==> config.mk <==
export PLATFORM = sky130hd
export DESIGN_NAME = fg_cfg_sequencer
export DESIGN_NICKNAME = d
export VERILOG_FILES = /design/src/rtl/fg_pkg.sv /design/src/rtl/fg_sat_step.sv /design/src/rtl/fg_cfg_sequencer.sv
export SDC_FILE = /design/constraint.sdc
export NUM_CORES = 1
export LEC_CHECK = 0
export CAP_MARGIN = 20
export CORE_ASPECT_RATIO = 0.8
export CORE_MARGIN = 2
export CORE_UTILIZATION = 65
export DETAILED_ROUTE_END_ITERATION = 6
export PLACE_DENSITY = 0.95
export SLEW_MARGIN = 20
export SYNTH_ARGS = -nofsm -noshare
export SYNTH_HDL_FRONTEND = slang
export SYNTH_SLANG_ARGS = --single-unit
==> constraint.sdc <==
create_clock -name Fg_clk -period 9.56 [get_ports Fg_clk]
set_input_delay 1.912 -clock Fg_clk [delete_from_list [all_inputs] [get_ports Fg_clk]]
set_output_delay 1.912 -clock Fg_clk [all_outputs]
set_load 0.005 [all_outputs]
==> src/rtl/fg_pkg.sv <==
// Purpose: shared types and constants for the function-generator configuration path.
// Latency: n/a (types and constants only).
// Backpressure: n/a.
package fg_pkg;

  localparam int FW = 32;

  localparam logic [FW-1:0] FREQ_DEFAULT_W = 32'd1789;
  localparam logic [FW-1:0] FREQ_MIN_W     = 32'd179;
  localparam logic [FW-1:0] FREQ_MAX_W     = 32'd178956970;

  // Tuning-word increments indexed by Step_sel (entry 0 is the finest step).
  localparam logic [3:0][FW-1:0] STEP_TBL = {32'd178957, 32'd17896, 32'd1790, 32'd179};

  typedef enum logic [1:0] {SINE, SQUARE, TRIANGLE, SAW} wave_t;
  typedef enum logic [1:0] {INIT, IDLE, APPLY, SEND} state_t;
  typedef enum logic [1:0] {OP_WAVE, OP_STEP, OP_UP, OP_DOWN} op_t;

endpackage

==> src/rtl/fg_sat_step.sv <==
// Purpose: saturating add/subtract of a frequency step, clamped to [min, max].
// Latency: combinational.
// Backpressure: none.
// Ports: value/step/min/max in (FW bits), dir in (0 add, 1 subtract), result out.
module fg_sat_step #(
  parameter int FW = 32
) (
  input  logic [FW-1:0] value,
  input  logic [FW-1:0] step,
  input  logic          dir,
  input  logic [FW-1:0] min,
  input  logic [FW-1:0] max,
  output logic [FW-1:0] result
);

  // Thresholds are compared before the add/sub so no intermediate ever wraps;
  // this relies on min + step <= max for every legal step.
  always_comb begin
    result = value;
    if (dir) begin
      result = (value < min + step) ? min : value - step;
    end else begin
      result = (value > max - step) ? max : value + step;
    end
  end

endmodule

==> src/rtl/fg_cfg_sequencer.sv <==
// Purpose: turns debounced button pulses into DDS waveform/frequency configuration updates.
// Latency: pulse sampled at edge k -> Cfg_valid high after edge k+2 when idle.
// Backpressure: Cfg_valid holds with stable config until Cfg_ready; new presses wait as pending bits.
// Ports: Fg_clk, Resetn (async, active-low); Btn_wave/Btn_step/Btn_up/Btn_down pulses in;
//        Cfg_ready in; Cfg_valid, Wave_sel, Freq_word out to the DDS core; Step_sel, Busy status out.
module fg_cfg_sequencer
  import fg_pkg::*;
#(
  parameter int           FW           = fg_pkg::FW,
  parameter logic [FW-1:0] FREQ_DEFAULT = FREQ_DEFAULT_W,
  parameter logic [FW-1:0] FREQ_MIN     = FREQ_MIN_W,
  parameter logic [FW-1:0] FREQ_MAX     = FREQ_MAX_W,
  parameter logic [FW-1:0] STEP0        = STEP_TBL[0],
  parameter logic [FW-1:0] STEP1        = STEP_TBL[1],
  parameter logic [FW-1:0] STEP2        = STEP_TBL[2],
  parameter logic [FW-1:0] STEP3        = STEP_TBL[3]
) (
  input  logic          Fg_clk,
  input  logic          Resetn,
  input  logic          Btn_wave,
  input  logic          Btn_step,
  input  logic          Btn_up,
  input  logic          Btn_down,
  input  logic          Cfg_ready,
  output logic          Cfg_valid,
  output logic [1:0]    Wave_sel,
  output logic [FW-1:0] Freq_word,
  output logic [1:0]    Step_sel,
  output logic          Busy
);

  localparam logic [3:0][FW-1:0] STEPS = {STEP3, STEP2, STEP1, STEP0};

  state_t        state_q, state_d;
  op_t           op_q, op_d;
  logic [3:0]    pending_q;   // bit order matches op_t: wave, step, up, down
  logic [3:0]    pend_clr;
  logic [3:0]    pend_set;
  wave_t         wave_q;
  logic [1:0]    step_q;
  logic [FW-1:0] freq_q;
  logic [FW-1:0] freq_next;

  assign pend_set = {Btn_down, Btn_up, Btn_step, Btn_wave};

  fg_sat_step #(.FW(FW)) u_sat (
    .value  (freq_q),
    .step   (STEPS[step_q]),
    .dir    (op_q == OP_DOWN),
    .min    (FREQ_MIN),
    .max    (FREQ_MAX),
    .result (freq_next)
  );

  always_comb begin
    state_d  = state_q;
    op_d     = op_q;
    pend_clr = 4'b0000;
    case (state_q)
      INIT: state_d = SEND;
      IDLE: begin
        // Fixed priority: lowest bit index wins (wave > step > up > down).
        if (pending_q[0]) begin
          op_d = OP_WAVE; pend_clr = 4'b0001; state_d = APPLY;
        end else if (pending_q[1]) begin
          op_d = OP_STEP; pend_clr = 4'b0010; state_d = APPLY;
        end else if (pending_q[2]) begin
          op_d = OP_UP;   pend_clr = 4'b0100; state_d = APPLY;
        end else if (pending_q[3]) begin
          op_d = OP_DOWN; pend_clr = 4'b1000; state_d = APPLY;
        end
      end
      APPLY: state_d = (op_q == OP_STEP) ? IDLE : SEND;
      SEND:  if (Cfg_ready) state_d = IDLE;
      default: state_d = INIT;
    endcase
  end

  always_ff @(posedge Fg_clk or negedge Resetn) begin
    if (!Resetn) begin
      state_q   <= INIT;
      op_q      <= OP_WAVE;
      pending_q <= 4'b0000;
      wave_q    <= SINE;
      step_q    <= 2'd0;
      freq_q    <= FREQ_DEFAULT;
    end else begin
      state_q   <= state_d;
      op_q      <= op_d;
      // A new press on the same edge as its clear keeps the bit set.
      pending_q <= (pending_q & ~pend_clr) | pend_set;
      if (state_q == APPLY) begin
        case (op_q)
          OP_WAVE: wave_q <= wave_t'(wave_q + 2'd1);
          OP_STEP: step_q <= step_q + 2'd1;
          default: freq_q <= freq_next;
        endcase
      end
    end
  end

  assign Cfg_valid = (state_q == SEND);
  assign Busy      = (state_q != IDLE);
  assign Wave_sel  = wave_q;
  assign Step_sel  = step_q;
  assign Freq_word = freq_q;

endmodule

## Word level (Yosys, flattened, before mapping)

Cells that the tools add are included.
Widths: inputs -> output; s select.

| operators by class | value |
|---|---|
| add/subtract/negate cells | 6 |
| bitwise logic cells | 4 |
| $lt $le $gt $ge | 3 |
| multiplexer cells | 21 |
| eq/ne operators | 8 |
| reduce and logical (&&, ||, !) cells | 9 |
| divide/modulo/power cells | 0 |
| $mul | 0 |
| shifts and indexed selects | 0 |

Operator list:

| cell | count |
|---|---|
| $mux 32 | 4 |
| $bmux 32 s2 | 1 |
| $add 32x32->32 | 1 |
| $add 8x32->32 const A | 1 |
| $gt 32x32->1 | 1 |
| $lt 32x32->1 | 1 |
| $sub 28x32->32 const A | 1 |
| $sub 32x32->32 | 1 |
| $mux 2 | 10 |
| $mux 4 | 5 |
| $reduce_and 2->1 | 5 |
| $pmux 2 s4 | 1 |
| $eq 2x2->1 const B | 3 |
| $ne 5x5->1 const B | 1 |
| $add 2x1->2 const B | 2 |
| $and 4x4->4 | 1 |
| $eq 2x1->1 const B | 2 |
| $logic_not 2->1 | 2 |
| $not 4->4 | 1 |
| $or 4x4->4 | 1 |
| $reduce_bool 4->1 | 1 |
| $lt 2x3->1 const B | 1 |
| $ne 2x1->1 const B | 1 |
| $ne 2x2->1 const B | 1 |
| other kinds (2) | 2 |

| storage, ports and cells | value |
|---|---|
| logic and storage cells | 57 |
| ROM bits | 0 |
| latch bits | 0 |
| memory bits (writable) | 0 |
| memories | 0 |
| register bits after elaboration | 44 |
| bits of input ports | 7 |

## Depth between registers and ports, before layout

| logic depth | value |
|---|---|
| depth in word-level cells | 8 |
| gate-level depth with buffers | 16 |
| depth with buffers taken out | 15 |

## Hierarchy

Synthesis repeated with hierarchy kept, for this count alone.

| unflattened totals | value |
|---|---|
| cell total of the unflattened synthesis | 1308 |
| area, all modules | 10482.6 µm² |

By module, submodules not included:

| module | area each (µm²) | cells each | seq. area each (µm²) | times used |
|---|---|---|---|---|
| fg_sat_step | 8565.7 | 1186 | 0.0 | 1 |
| fg_cfg_sequencer | 1916.8 | 122 | 1112.3 | 1 |

## Least setup slack after synthesis

No wires, ideal clock.

| timing path | value |
|---|---|
| kind | reg2reg |
| start point | register step_q[1] (netlist: Step_sel[1]) |
| end point | register freq_q[20] (netlist: Freq_word[20]) |
| clock period less this slack | 3.918 ns |
| setup slack | 5.642 ns |
| arrival time | 3.797 ns |
| stages on the path, launching flop included | 14 |
| buffers on the path | 0 |
| required time | 9.439 ns |
| cell sequence | dfrtp_1 -> inv_1 -> ha_1 -> inv_1 -> ha_1 -> fa_1 -> nor2b_1 -> o211ai_1 -> a31oi_1 -> o31a_1 -> a41oi_1 -> nor2_1 -> a22o_1 -> a22o_1 |

| on the way | value |
|---|---|
| cells in the longest elaborated chain, start to end | 6 |
| elaborated cells on any way between the ends | 11 |

RTL lines:

| item | RTL line | RTL |
|---|---|---|
| start: declaration | fg_cfg_sequencer.sv:40 | `logic [1:0] step_q;` |
| start signal: assignment | fg_cfg_sequencer.sv:95 | `OP_STEP: step_q <= step_q + 2'd1;` |
| $bmux 32 s2 (*) | fg_cfg_sequencer.sv:48 | `.step (STEPS[step_q]),` |
| $mux 32 (implied by the code) (*) | fg_cfg_sequencer.sv:48 |  |
| $sub 28x32->32 / $add 8x32->32 (equally long branches) | fg_sat_step.sv:23, fg_sat_step.sv:21 |  |
| $gt 32x32->1 / $lt 32x32->1 (equally long branches) | fg_sat_step.sv:23, fg_sat_step.sv:21 |  |
| $mux 32, on equally long branches | fg_sat_step.sv:23, fg_sat_step.sv:21 |  |
| $mux 32 (*) | fg_sat_step.sv:20 | `if (dir) begin` |
| end signal: assignment | fg_cfg_sequencer.sv:96 | `default: freq_q <= freq_next;` |
| end: declaration | fg_cfg_sequencer.sv:41 | `logic [FW-1:0] freq_q;` |

Every way passes the cells marked *; elsewhere a longest branch is shown, timed or not. The select of a mux whose other input is x is not followed.
A chain may end at the register's enable or synchronous reset.

## Final worst setup path

Same ends and word-level chain as after synthesis.

==> impl_summary.log <==
[metrics] endpoint of the worst hold-timing path: Wave_sel[1]
[metrics] drt drc: 1
[metrics] maximum fanout count along the critical path: 13
[metrics] IO Pins: 45
[metrics] hold path cells: 1
[metrics] post-synthesis mux area share: 0.0113
[metrics] FF+latch count, synth: 44
[metrics] worst max-slew margin expressed relative to the limit: 0.275
[metrics] async set-or-reset flop fraction in the synthesized netlist: 1.00
[metrics] list of cells traversed by the critical path: inv_1 > ha_1 > inv_1 > ha_1 > fa_1 > nor2b_1 > o211ai_1 > a31oi_1 > o31a_1 > a41oi_1 > nor2_1 > a22o_1 > a22o_1
[metrics] fraction of the mapped netlist area in simple logic gates: 0.240
[metrics] number of gates given a new drive strength after cts: 0
[metrics] H-tree depth reported by CTS: 2
[metrics] delay of the slowest cell on the worst path: 0.67 ns
[metrics] FF-to-FF Start: Step_sel[1]
[metrics] root buffer cell: sky130_fd_sc_hd__clkbuf_8
[metrics] adder and majority gate portion of the synthesized area: 0.165
[metrics] number of antenna violations at the first check in global routing: 0
[metrics] die outline height: 85.0 um
[metrics] Static Leak: 2.44 nW
[metrics] GP Congestion: 0.957
[metrics] final period utilization: 0.540
[metrics] unrepaired setup endpoints after global routing: no
[metrics] Synth-to-Final Area Change: 10.1%
[metrics] largest family of logic cells by synthesized area: compound AO/OA/AOI/OAI gates
[metrics] effective utilization at floorplan: 0.670
[metrics] buffer and inverter count on the worst path: 2
[metrics] half-perimeter wire length after detailed placement: 13000 um
[metrics] total via count after detailed routing: 5817
[metrics] Yosys warnings: 0
[metrics] Chip Width: 105 um
[metrics] # hold bufs at CTS: 0
[metrics] CTS clk-pin slew, worst paths: 0.10 ns
[metrics] final critical path time including I/O delays and setup: 5.16 ns
[metrics] IR drop worst, VDD: 197 uV
[metrics] Synth Area in Compound Gates: 0.287
[metrics] sinks on the clock net: 44
[metrics] crit path max-delay cell type: sky130_fd_sc_hd__ha_1
[metrics] CP top delay family: compound AO/OA/AOI/OAI gates
[metrics] detailed-routing iteration count for the pre-antenna-repair pass: 7
[metrics] total die area: 8940 um2
[metrics] worst skew pair latency: 0.31 ns
[metrics] skew final: 0.0101 ns
[metrics] number of cells on the worst reg-to-reg path: 13
[metrics] maximum clock path buffer count: 2
[metrics] final hold violation count: 0
[metrics] count of flip-flops with a built-in enable after synthesis: 0
[metrics] worst slew pin tran: 1.09 ns
[metrics] maximum number of pins on one net before global-route repair: 45
[metrics] total number of placement rows: 29
[metrics] category of the worst setup path capture point: flop
[metrics] power density relative to cell area: 276 nW/um2
[metrics] Setup crit start kind: flop
[metrics] commonest cells after routing, fill and taps aside: sky130_fd_sc_hd__nor2_1, sky130_fd_sc_hd__ha_1, sky130_fd_sc_hd__nand2_1
[metrics] overflow left after global routing: 0
[metrics] synthesized netlist cell count: 672
[metrics] antenna-violating nets left: 0
[metrics] violated checks: DRC
[metrics] post-synthesis area per instance: 7.92 um2
[metrics] Via density: 7.27
[metrics] final core utilization: 0.738
[metrics] worst path arrival time: 5.36 ns
[metrics] quantity of I/O buffers inserted on ports: 44
[metrics] Worst Setup Path Type: flop to flop
[metrics] max frequency: 194 MHz
[metrics] fraction of the yosys area taken by sequential cells: 0.209
[metrics] final-layout setup total negative slack: 0 ns
[metrics] TritonCTS clock tree: built
[metrics] internal reg-to-reg setup slack: 4.40 ns
[metrics] path class of the lowest-slack min-delay path: flop to flop
[metrics] first-pass GRT wire length: 28700 um
[metrics] Worst R2R End: Freq_word[20]
[metrics] Synthesized Nets: 748
[metrics] combined area of all synthesized cells: 5330 um2
[metrics] final WL: 18300 um
[metrics] All-Layer GR Usage: 0.410
[metrics] status: finished, violations left
[metrics] dominant register cell in the synthesized netlist: sky130_fd_sc_hd__dfrtp_1
[metrics] worst hold margin: 0.486 ns
[metrics] WL/cell: 22.9 um
[metrics] Max-cap violations: 0
[metrics] number of DRC markers in iteration 0: 719
[metrics] diode insertion count for antenna repair: 0
[metrics] required time reported for the critical path endpoint: 9.76 ns
[metrics] hold wc startpoint: Wave_sel[1]
[metrics] final max-slew violation count: 0
[metrics] number of inserted filler cells in the final layout: 623
[metrics] Core Area: 7950 um2
[metrics] most common library cell in the layout ignoring fill and taps: sky130_fd_sc_hd__nor2_1
[metrics] Post-Synth XOR/XNOR Area: 0.0345
[metrics] fraction of final layout cells with drive strength greater than 1: 0.0592
[metrics] count of distinct cell types in the synthesized netlist: 84
[metrics] final setup vio count: 0
[metrics] via count of the first global-routing pass: 5424
[metrics] Net count, final: 767
[metrics] number of buffers created by CTS: 5
[metrics] post-CTS setup-driven buffer insertion count: 0
how the worst max path moves through the flow:
stage | endpoint | slack [ns] | startpoint | depth (start not counted)
2_1_floorplan | Freq_word[20] | 5.64 | Step_sel[1] | 13
3_3_place_gp | Freq_word[18] | 4.73 | Step_sel[1] | 14
3_5_place_dp | Freq_word[20] | 4.64 | Step_sel[1] | 13
4_1_cts | Freq_word[20] | 4.62 | Step_sel[1] | 13
5_1_grt | Freq_word[20] | 4.25 | Step_sel[1] | 13
6_report | Freq_word[20] | 4.40 | Step_sel[1] | 13
logic make-up (layout without fill, tap and decap cells):
group | after synthesis | in the layout
AOI/OAI and AO/OA | 220 | 220
xor gates and xnor gates | 21 | 21
adders and majority gates | 69 | 69
buffers and inverters | 64 | 84
DFF | 44 | 44
muxes | 6 | 6
and+or+nand+nor | 248 | 248
cell type report:
class	instances	area (um2)	area share
Multi-Input combinational cell	564	3940	0.672
Sequential cell	44	1110	0.190
Timing Repair Buffer	46	453	0.0773
Inverter	30	113	0.0192
Tap cell	108	135	0.0231
Clock buffer	5	68.8	0.0117
Clock inverter	3	42.5	0.00726
layer usage:
layer,share of wire,vias to the layer above,global-route usage
met2,0.42,474,0.599
met3,0.16,106,0.141
li1,-,2536,-
met5,0,-,0
met1,0.38,2701,0.557
met4,0.043,0,0.165
Yosys cell counts, drive strengths merged (6+ instances only):
master	n	area [um2]
a211o	6	52.6
or2	7	43.8
inv	30	113
o21ai	30	161
a31oi	13	81.3
a21o	10	75.1
o22ai	6	37.5
nor2b	10	62.6
a211oi	9	67.6
or4	8	63.8
o21a	9	67.6
nand4	9	56.3
nand2b	14	87.6
dfrtp	35	876
o211ai	10	75.1
nand3	19	95.1
ha	67	838
buf	14	96.3
clkbuf	20	75.1
mux2i	6	60.1
nor2	69	259
xnor2	13	114
xor2	8	70.1
or3	6	42.5
dfstp	9	236
o31ai	13	103
a21oi	54	270
nand2	55	206
nor3	22	120
o221ai	9	78.8
registers in the layout, indices dropped and copies added (netlist names):
register	count
Wave_sel	2
pending_q	4
op_q	2
state_q	2
Step_sel	2
Freq_word	32
metrics by stage:
step	std cells	total power (W)	setup slack, ns	cell area (um2)
3_3_place_gp	792	0.00137	4.73	5740
2_1_floorplan	672	0.00107	5.64	5330
3_5_place_dp	792	0.00140	4.64	5750
5_1_grt	800	0.00172	4.25	5860
6_report	800	0.00162	4.40	5860
4_1_cts	800	0.00157	4.62	5860
power by group:
group / internal [W] / total (W) / switching, W / leakage (nW)
registers: 0.000237 / 0.000339 / 0.000102 / 0.510
logic: 0.000457 / 0.00112 / 0.000667 / 1.87
clock network: 0.0000776 / 0.000155 / 0.0000778 / 0.0541
total: 0.000771 / 0.00162 / 0.000847 / 2.44
Power figures use the tool's default switching activity.
